File: src/rtl/tx_filt_pkg.sv
// rtl/tx_filt_pkg.sv - shared sizes, sample types and SRRC coefficients for tx_srrc_filter
package tx_filt_pkg;

  localparam int NTAPS = 21;
  localparam int DW    = 18;
  localparam int CW    = 18;
  localparam int FRAC  = 17;
  localparam int NHALF = (NTAPS + 1) / 2;
  localparam int PW    = DW + 1;
  localparam int MW    = PW + CW;
  localparam int AW    = MW + 4;

  typedef logic signed [DW-1:0] sample_t;
  typedef logic signed [CW-1:0] coef_t;

  // Rolloff 0.25, 4 samples/symbol, 1s17; H[NHALF-1] is the centre tap, sum |H| = 131000.
  localparam coef_t H [0:NHALF-1] = '{
    18'sd1300,  18'sd1050,  -18'sd150,  -18'sd2200, -18'sd3400, -18'sd2600,
    18'sd1000,  18'sd6800,  18'sd14500, 18'sd21000, 18'sd23000
  };

endpackage

File: src/rtl/tx_srrc_filter_sat_trunc.sv
// rtl/tx_srrc_filter_sat_trunc.sv - arithmetic right shift then saturate to an OW-bit signed range
module sat_trunc #(
  parameter int IW    = 41,
  parameter int SHIFT = 17,
  parameter int OW    = 18
) (
  input  logic signed [IW-1:0] a,
  output logic signed [OW-1:0] q
);

  localparam logic signed [IW-1:0] MAXV = {{(IW-OW+1){1'b0}}, {(OW-1){1'b1}}};
  localparam logic signed [IW-1:0] MINV = {{(IW-OW+1){1'b1}}, {(OW-1){1'b0}}};

  logic signed [IW-1:0] sh;

  always_comb begin
    sh = a >>> SHIFT;
    if (sh > MAXV)
      q = MAXV[OW-1:0];
    else if (sh < MINV)
      q = MINV[OW-1:0];
    else
      q = sh[OW-1:0];
  end

endmodule

File: src/rtl/tx_srrc_filter.sv
// rtl/tx_srrc_filter.sv - folded symmetric SRRC transmit FIR, pre-add/multiply/sum pipeline
module tx_srrc_filter
  import tx_filt_pkg::*;
(
  input  logic                 clk,
  input  logic                 reset,
  input  logic signed [DW-1:0] x_in,
  output logic signed [DW-1:0] y
);

  sample_t              xd [NTAPS];
  logic signed [PW-1:0] p  [NHALF];
  logic signed [MW-1:0] m  [NHALF];
  logic signed [AW-1:0] acc;
  sample_t              y_sat;

  always_comb begin
    acc = '0;
    for (int k = 0; k < NHALF; k++)
      acc = acc + AW'(m[k]);
  end

  sat_trunc #(.IW(AW), .SHIFT(FRAC), .OW(DW)) u_sat (
    .a (acc),
    .q (y_sat)
  );

  always_ff @(posedge clk or negedge reset) begin
    if (!reset) begin
      for (int k = 0; k < NTAPS; k++) xd[k] <= '0;
      for (int k = 0; k < NHALF; k++) begin
        p[k] <= '0;
        m[k] <= '0;
      end
      y <= '0;
    end else begin
      xd[0] <= x_in;
      for (int k = 1; k < NTAPS; k++) xd[k] <= xd[k-1];
      // Mirrored taps share one multiplier; the centre tap has no partner.
      for (int k = 0; k < NHALF - 1; k++)
        p[k] <= PW'(xd[k]) + PW'(xd[NTAPS-1-k]);
      p[NHALF-1] <= PW'(xd[NHALF-1]);
      for (int k = 0; k < NHALF; k++)
        m[k] <= MW'(p[k]) * MW'(H[k]);
      y <= y_sat;
    end
  end

endmodule

File: config.mk
export PLATFORM = sky130hd
export DESIGN_NAME = tx_srrc_filter
export DESIGN_NICKNAME = d
export VERILOG_FILES = /design/src/rtl/tx_filt_pkg.sv /design/src/rtl/tx_srrc_filter_sat_trunc.sv /design/src/rtl/tx_srrc_filter.sv
export SDC_FILE = /design/constraint.sdc
export NUM_CORES = 2
export LEC_CHECK = 0
export ABC_AREA = 1
export BUFFER_PORTS_ARGS = -buffer_cell sky130_fd_sc_hd__buf_2
export CAP_MARGIN = 20
export CORE_AREA = 2 2 464 466
export DETAILED_ROUTE_END_ITERATION = 8
export DIE_AREA = 0 0 466 468
export HOLD_SLACK_MARGIN = 0.15
export SLEW_MARGIN = 5
export SYNTH_ARGS = -nofsm -noshare
export SYNTH_HDL_FRONTEND = slang
export SYNTH_HIERARCHICAL = 1
export SYNTH_SLANG_ARGS = --single-unit
File: constraint.sdc
create_clock -name clk -period 7.3 [get_ports clk]
set_input_delay 0.365 -clock clk [delete_from_list [all_inputs] [get_ports clk]]
set_output_delay 0.365 -clock clk [all_outputs]
set_load 0.005 [all_outputs]
==> summary.txt <==
Synth
  • Post-synthesis cell area: 89,000 sq um
  • Syn nets: 12,400
  • Yosys Warn Count: 6
  • Post-Syn Area per Cell: 8.81 sq um
  • Cells after synthesis: ~10,000

Worst setup path
  • Reg-to-reg endpoint: y[16]
  • Worst Setup Start Kind: flip-flop
  • R2r worst-path depth: 19
  • Worst Setup EP: y[16]
  • Critical path peak fanout: 17
  • Crit path DAT: 6.21 ns
  • Flop-to-flop setup slack: 1.69 ns
  • Worst Path Required: 7.90 ns
  • RR Startpoint: m[323]
  • Worst Setup End Kind: flip-flop
  • Critical path origin: m[323]
  • Worst setup path class: reg2reg

Clocking
  • TritonCTS clock tree: built
  • CTS max path bufs: 3
  • Clk sinks: 909
  • Num CTS Buffers: 103
  • Clock slew at reported path FFs: 0.07 ns
  • Worst-Skew Late Latency: roughly 0.76 ns
  • H-tree Lvls: 3
  • Clock tree root buffer cell: clkbuf_16

Place
  • Final GP Congestion: 0.995
  • Area after DPL: 92,800 sq um
  • Port bufs: 37
  • DPL Wire Length: around 230 mm

Final layout
  • Fin nets: about 13,000
  • Area of the multi-input gates: 56,300 sq um
  • Layout cell share with drive strength beyond 1: 0.0308
  • Area growth syn-to-layout: 8.75%
  • Most frequent cells in the layout: inv_1, nand2_1, ha_1
  • Fillcell total: 20,700
  • Commonest non-fill, non-tap cell in the layout: inv_1
  • Seq. cell area: around 23,000 sq um
  • Final instance area: 96,700 sq um
  • Finished Core Util: 0.453

Route
  • Post-DRT Antenna Nets: 0
  • DR iter-0 viols: 5,395
  • Routed length per instance: 19.9 um
  • Routed wire length: roughly 260 mm
  • Detailed-route via count: 66,000
  • # DRC: 0
  • DRT Pass-1 Iters: 9
  • Detail-routed via count per cell: about 5.0

Timing
  • Fmax achieved: about 180 MHz
  • Hold Fails Final Rpt: 0
  • Slew margin rel.: 0.214
  • Worst Clk Skew: around 0.038 ns
  • Unrepaired setup endpoints after global routing: false
  • Tightest Pin Transition: 1.17 ns
  • Final worst path period need: 5.61 ns
  • Setup violations, final: 0
  • Setup TNS: 0 ns
  • Count of pins over their slew limit: 0
  • Min Hold Slack: about 0.24 ns
  • Final period utilization: 0.768

Global route
  • Total gr overflow: 0
  • Pin count of the biggest net entering global routing: 177
  • First-pass GRT wire length: 403 mm
  • Vias in the first global route: 66,400
  • Global Route Usage Sum: 0.244
  • Initial antenna violation count: 29

Floorplanning
  • Die X: between 400 and 500 um
  • Die H: 468 um
  • # rows: between 150 and 200
  • Die area: 218,000 sq um
  • Initial Utilization: 0.417
  • Core area: 213,000 sq um
  • Ports: 38

Job
  • Total of max-cap violations: 0

Min path
  • Worst Hold Class: in2reg

Status
  • Status: finished clean
-- worst min path at each step --
stage / start / to / slack, ns / cells after the start
floorplan: reset / m[100] / 0.07 / 0
global placement: xd[193] / p[13] / 0.33 / 0
detailed placement: xd[196] / p[16] / 0.33 / 0
CTS: x_in[17] / xd[377] / 0.19 / 2
global route: x_in[1] / xd[361] / 0.22 / 2
finish: x_in[1] / xd[361] / 0.24 / 2
-- flip-flops by register name, summed over array words and instances (netlist names) --
name  cells
p       208
m       323
xd      360
y        18
-- final cells by class --
| cell class | count | area share |
|---|---|---|
| antenna | 8 | 0.000207 |
| multi-input combinational | 6557 | 0.582 |
| clock inverter | 70 | 0.0100 |
| timing repair buffer | 71 | 0.00554 |
| inverter | 2627 | 0.102 |
| clock buffer | 121 | 0.0285 |
| sequential | 909 | 0.235 |
| tap | 2838 | 0.0367 |
-- layer usage --
layer / up-vias / routed length [um] / GRT usage
met4: 8 / 7750 / 0.0681
li1: 31400 / - / -
met1: 32400 / 125000 / 0.361
met5: - / 52 / 0
met3: 294 / 14000 / 0.0259
met2: 1832 / 116000 / 0.378
-- what timing repair did --
action / 4_1_cts / 5_1_grt
endpoints found under the hold margin: 110 / 0
buffers inserted: 0 / 0
gates resized for setup: 0 / 0
hold buffers: 19 / 0
-- critical path, stage by stage, from the launching register on --
cell and delay [ns]:
dfrtp_1 0.52, fa_1 0.55, fa_1 0.59, inv_1 0.12, fa_1 0.47, fa_1 0.52
inv_1 0.06, fa_1 0.45, ha_1 0.44, nand2_1 0.11, nor2_1 0.21, nand2_1 0.14
nor2_1 0.26, nand4_1 0.23, nand4_1 0.15, nand2_1 0.08, nor2_1 0.11, nand3_1 0.09
nand2_2 0.24, nand2_1 0.11
-- stage by stage --
stage	std cells	setup WS (ns)
after floorplan	10100	2.44
after global placement	13000	1.75
after detailed placement	13000	1.69
after CTS	13200	1.66
after global routing	13200	1.38
final	13200	1.69
Power is left out: the tool's default activity adds up to more than one toggle a clock period on the data nets, which glitch-free logic cannot reach.
